===== src/rtl/regfile_wb_sink_pkg.sv =====
// rtl/regfile_wb_sink_pkg.sv - shared widths and reset constants for the writeback-sink register file
package regfile_wb_sink_pkg;

    localparam int XLEN_DEF  = 64;
    localparam int NREG_DEF  = 32;
    localparam int AW_DEF    = 5;
    localparam int CNT_W_DEF = 64;

    localparam logic [XLEN_DEF-1:0] ZERO_WORD = '0;

endpackage


===== src/rtl/regfile_wb_sink_scoreboard.sv =====
// rtl/regfile_wb_sink_scoreboard.sv - per-register busy bits and the ID hazard stall
module regfile_wb_sink_scoreboard
    import regfile_wb_sink_pkg::*;
#(
    parameter int NREG = NREG_DEF,
    parameter int AW   = AW_DEF
) (
    input  logic          clk,
    input  logic          rst,
    input  logic          wb_ena,
    input  logic [AW-1:0] wb_addr,
    input  logic          r1_ena,
    input  logic [AW-1:0] r1_addr,
    input  logic          r2_ena,
    input  logic [AW-1:0] r2_addr,
    input  logic          issue_ena,
    input  logic [AW-1:0] issue_rd,
    input  logic          flush,
    output logic          id_stall
);

    logic [NREG-1:0] busy_q;
    logic [NREG-1:0] busy_d;
    logic            stall1;
    logic            stall2;
    logic            issue_acc;

    // A busy source is forgiven when its producer is writing back this very cycle.
    assign stall1    = r1_ena && busy_q[r1_addr] && !(wb_ena && wb_addr == r1_addr);
    assign stall2    = r2_ena && busy_q[r2_addr] && !(wb_ena && wb_addr == r2_addr);
    assign id_stall  = stall1 || stall2;
    assign issue_acc = issue_ena && !id_stall && (issue_rd != '0);

    // Order matters: clear, then set (new producer wins), then flush overrides both.
    always_comb begin
        busy_d = busy_q;
        if (wb_ena) begin
            busy_d[wb_addr] = 1'b0;
        end
        if (issue_acc) begin
            busy_d[issue_rd] = 1'b1;
        end
        if (flush) begin
            busy_d = '0;
        end
        busy_d[0] = 1'b0;
    end

    always_ff @(posedge clk or negedge rst) begin
        if (!rst) begin
            busy_q <= '0;
        end else begin
            busy_q <= busy_d;
        end
    end

endmodule


===== src/rtl/regfile_wb_sink.sv =====
// rtl/regfile_wb_sink.sv - register file terminating WB writes, with bypassed ID reads, stall and write counter
module regfile_wb_sink
    import regfile_wb_sink_pkg::*;
#(
    parameter int XLEN  = XLEN_DEF,
    parameter int NREG  = NREG_DEF,
    parameter int AW    = AW_DEF,
    parameter int CNT_W = CNT_W_DEF
) (
    input  logic             clk,
    input  logic             rst,
    input  logic             wb_ena,
    input  logic [AW-1:0]    wb_addr,
    input  logic [XLEN-1:0]  wb_data,
    input  logic             r1_ena,
    input  logic [AW-1:0]    r1_addr,
    output logic [XLEN-1:0]  r1_data,
    input  logic             r2_ena,
    input  logic [AW-1:0]    r2_addr,
    output logic [XLEN-1:0]  r2_data,
    input  logic             issue_ena,
    input  logic [AW-1:0]    issue_rd,
    input  logic             flush,
    output logic             id_stall,
    output logic [CNT_W-1:0] wb_count
);

    logic [XLEN-1:0]  regs_q [NREG];
    logic [CNT_W-1:0] cnt_q;
    logic [CNT_W-1:0] cnt_d;
    logic             wr_acc;

    assign wr_acc   = wb_ena && (wb_addr != '0);
    assign cnt_d    = cnt_q + CNT_W'(1);
    assign wb_count = cnt_q;

    always_ff @(posedge clk or negedge rst) begin
        if (!rst) begin
            for (int i = 0; i < NREG; i++) begin
                regs_q[i] <= '0;
            end
            cnt_q <= '0;
        end else if (wr_acc) begin
            regs_q[wb_addr] <= wb_data;
            cnt_q           <= cnt_d;
        end
    end

    // x0 reads as zero; a same-cycle writeback beats the stored copy.
    always_comb begin
        r1_data = '0;
        if (r1_ena && r1_addr != '0) begin
            if (wb_ena && wb_addr == r1_addr) begin
                r1_data = wb_data;
            end else begin
                r1_data = regs_q[r1_addr];
            end
        end
    end

    always_comb begin
        r2_data = '0;
        if (r2_ena && r2_addr != '0) begin
            if (wb_ena && wb_addr == r2_addr) begin
                r2_data = wb_data;
            end else begin
                r2_data = regs_q[r2_addr];
            end
        end
    end

    regfile_wb_sink_scoreboard #(
        .NREG (NREG),
        .AW   (AW)
    ) u_scoreboard (
        .clk       (clk),
        .rst       (rst),
        .wb_ena    (wb_ena),
        .wb_addr   (wb_addr),
        .r1_ena    (r1_ena),
        .r1_addr   (r1_addr),
        .r2_ena    (r2_ena),
        .r2_addr   (r2_addr),
        .issue_ena (issue_ena),
        .issue_rd  (issue_rd),
        .flush     (flush),
        .id_stall  (id_stall)
    );

endmodule


===== config.mk =====
export PLATFORM = sky130hd
export DESIGN_NAME = regfile_wb_sink
export DESIGN_NICKNAME = d
export VERILOG_FILES = /design/src/rtl/regfile_wb_sink_pkg.sv /design/src/rtl/regfile_wb_sink_scoreboard.sv /design/src/rtl/regfile_wb_sink.sv
export SDC_FILE = /design/constraint.sdc
export NUM_CORES = 2
export LEC_CHECK = 0
export CAP_MARGIN = 25
export CELL_PAD_IN_SITES_DETAIL_PLACEMENT = 2
export CELL_PAD_IN_SITES_GLOBAL_PLACEMENT = 2
export CORE_ASPECT_RATIO = 2
export CORE_MARGIN = 5
export CORE_UTILIZATION = 35
export CTS_CLUSTER_SIZE = 28
export DETAILED_ROUTE_END_ITERATION = 16
export PLACE_DENSITY = 0.6
export SYNTH_ARGS = -nofsm -noshare
export SYNTH_HDL_FRONTEND = slang
export SYNTH_SLANG_ARGS = --single-unit

===== constraint.sdc =====
create_clock -name clk -period 8.3 [get_ports clk]
set_input_delay 1.66 -clock clk [delete_from_list [all_inputs] [get_ports clk]]
set_output_delay 1.66 -clock clk [all_outputs]
set_load 0.005 [all_outputs]

==> out/results.tsv <==
stage	metric	value	unit
job	cap_violations	0	
die	core-area	0.329	mm^2
clock_network	cts_tree	done	
clock_network	cts_buffers	221	
grt	grt_max_degree	177	
cells_and_area	fin_nets	8291	
worst_setup_path	crit_path_frequent_cell	clkdlybuf4s50_1	
synthesis	async_flop_share	1.00	
cells_and_area	area_growth	13.5	%
grt	overflow	0	
grt	grt_pass1_wl	701000	um
die	row_count	298	
place	io_buffer_count	283	
timing	setup_viol	0	
worst_setup_path	crit_chain	clkdlybuf4s50_1 > xor2_1 > nor4_1 > and3_4 > buf_4 > a311oi_1 > a21oi_1 > nor2_1 > clkdlybuf4s50_1	
synthesis	synth-seq-area-share	0.464	
place	gp_congestion	0.783	
power_and_ir_drop	power.total	31100	uW
place	place_inst	12300	
routing	vias_per_cell	6.21	
worst_setup_path	critical_path_arrival	5870	ps
clock_network	clkLatencyLatePin	940	ps
synthesis	yosys_warnings	0	
synthesis	syn-num-nets	8401	
routing	avgRoutedWirePerCell	38.7	um
clock_network	holdBufCountCts	0	
power_and_ir_drop	power.density	237	mW/mm^2
clock_network	cts_resized	0	
worst_setup_path	r2r_setup_slack	5350	ps
clock_network	htree_levels	4	
synthesis	synth_edf_count	0	
outcome	status	finished clean	
timing	hold_viol_final	0	
timing	fin_tns_setup	0	ps
timing	final.setup_skew	48.3	ps
place	place_hpwl	290000	um
cells_and_area	drive_gt1_frac	0.421	
synthesis	yosys-top-cells-area	dfrtp_1 (46%), mux2_2 (19%), mux4_2 (15%)	
clock_network	root_buffer	clkbuf_16	
worst_setup_path	cp-endpoint	r1_data[59]	
grt	grt_usage	0.281	
routing	drc	0	
die	io_pins	284	
synthesis	yosysTopAreaCellShare	0.464	
timing	fin_crit	7530	ps
routing	drtIter0Drc	4847	
worst_setup_path	reg2regPathDepth	6	
synthesis	syn_inst	8309	
die	die_y	822	um
synthesis	avgSynthCellArea	13.9	um^2
synthesis	synth_cell_types	57	
timing	drv_slew	0	
synthesis	syn-cell-area	0.116	mm^2
worst_setup_path	cpPeakStageDelay	820	ps
grt	antenna_found_initial	20	
worst_setup_path	path_class	in2out	
cells_and_area	postLayoutCoreUtil	0.399	
routing	first_pass_iters	5	
min_path	hp-class	reg2reg	
worst_setup_path	cp.required	6640	ps
clock_network	cts_sinks	2143	
worst_setup_path	timing.rr.start	wb_count[0]$_DFFE_PN0P_	
power_and_ir_drop	leakage	0.0557	uW
routing	drt-total-wl	493000	um
worst_setup_path	reg2reg_to	wb_count[48]$_DFFE_PN0P_	
synthesis	synth_seq_cells	2143	
synthesis	ys.flop_type	dfrtp_1	
worst_setup_path	cpMaxStageDelayCell	and3_4	
power_and_ir_drop	vdd_drop_max	0.000166	V
worst_setup_path	cp_max_fo	24	
timing	rsz0062_at_grt	no	
clock_network	clk_transition_reported_paths	60	ps
timing	hold_ws	399	ps
clock_network	clk_path_buf_depth	4	
timing	relSlewSlack	0.219	
synthesis	yosysTopAreaCell	dfrtp_1	
worst_setup_path	startpoint	wb_addr[3]	
cells_and_area	final_common_cell	dfrtp_1	
routing	ant_nets	0	
cells_and_area	final_cell_mix	dfrtp_1 (2143), mux2_2 (1986), mux4_2 (779)	
timing	worst_pin_slew	1170	ps
die	dieWidth	416	um
worst_setup_path	start_kind	input pin	
worst_setup_path	end_kind	primary output	
timing	fin_crit_sh	0.907	
grt	grt_pass1_vias	90300	
routing	vias	79100	
clock_network	post_cts.repair.setup_buffers	0	
die	die-area	0.342	mm^2
timing	fmax	0.133	GHz
die	start_util	0.351	
cells_and_area	fin_cells	12700	
## critical path, delay by kind of cell
family	cells	cell delay (ps)
buffers and inverters	3	1650
AND/OR/NAND/NOR	3	1550
AO/OA/AOI/OAI	2	640
XOR/XNOR	1	270
## worst min-delay path by stage
stage / startpoint / endpoint / slack, ps / depth (start not counted)
after global placement: regs_q[2019]$_DFFE_PN0P_ / regs_q[2019]$_DFFE_PN0P_ / 380 / 0
after global routing: regs_q[2021]$_DFFE_PN0P_ / regs_q[2021]$_DFFE_PN0P_ / 410 / 0
after floorplan: regs_q[1985]$_DFFE_PN0P_ / regs_q[1985]$_DFFE_PN0P_ / 440 / 1
after detailed placement: regs_q[2017]$_DFFE_PN0P_ / regs_q[2017]$_DFFE_PN0P_ / 380 / 0
after CTS: regs_q[2017]$_DFFE_PN0P_ / regs_q[2017]$_DFFE_PN0P_ / 400 / 0
final: regs_q[2021]$_DFFE_PN0P_ / regs_q[2021]$_DFFE_PN0P_ / 400 / 0
## registers in the layout (all words and copies together) (netlist names)
signal	count
regs_q	2048
wb_count	64
u_scoreboard.busy_q	31
## power breakdown
part | internal, uW | switching [uW]
Combinational | 3620 | 3000
Clock | 5940 | 4600
Sequential | 12400 | 1530
## synth_stat cells (6+ instances only)
cell type  count
buf_6         27
a311oi_1      61
xnor2_1       48
dfrtp_1     2143
a221oi_1     269
xor2_1        25
nand3b_1      20
o32a_1        10
clkbuf_1     636
nor3_1        76
a32o_1        68
buf_2        172
mux4_2       779
o22ai_1       18
and3_1        27
nor2b_1        6
nand3_1       73
mux2_2      1986
a221o_1       10
or3b_2         8
a31oi_1       30
o32ai_1        9
inv_1         14
buf_4         69
buf_1         47
a22oi_1      110
a21oi_1       92
nor2_1       285
nand2b_1      27
o31ai_1       42
o21ai_0       77
nand4_1       19
or3_1         11
mux2i_1      639
a211oi_1      57
and2_1        19
nand2_1      253
## logic make-up after synthesis
kind of cell,share of synthesized area
simple gates,0.0342
flops,0.464
xor+xnor,0.00554
buf+inv,0.0374
compound gates,0.0576
fa+ha+maj,0.000108
mux,0.401
## layout make-up
type / instances / area (um^2)
flip-flops and latches: 2143 / 53600
multi-input cells: 5197 / 57900
inverters: 16 / 85.1
well taps: 4350 / 5440
clock inverters: 53 / 693
clock buffers: 340 / 6640
fillers: 32300 / 198000
diodes: 6 / 15.0
repair buffers: 620 / 6720
## metrics by stage
step                cell area (um^2)  setup WS, ps
finish                        131000           772
global route                  131000           734
CTS                           131000           692
detailed placement            124000           710
global placement              123000           648
floorplan                     116000          3060
## layer usage
layer | share of wire | vias up | track usage | routed length [um]
li1 | - | 31600 | - | -
met1 | 0.39 | 44600 | 0.337 | 193000
met2 | 0.52 | 2046 | 0.513 | 258000
met3 | 0.035 | 857 | 0.0299 | 17500
met4 | 0.050 | 4 | 0.117 | 24500
met5 | 0.000055 | - | 0 | 27
Power figures use the tool's default switching activity.
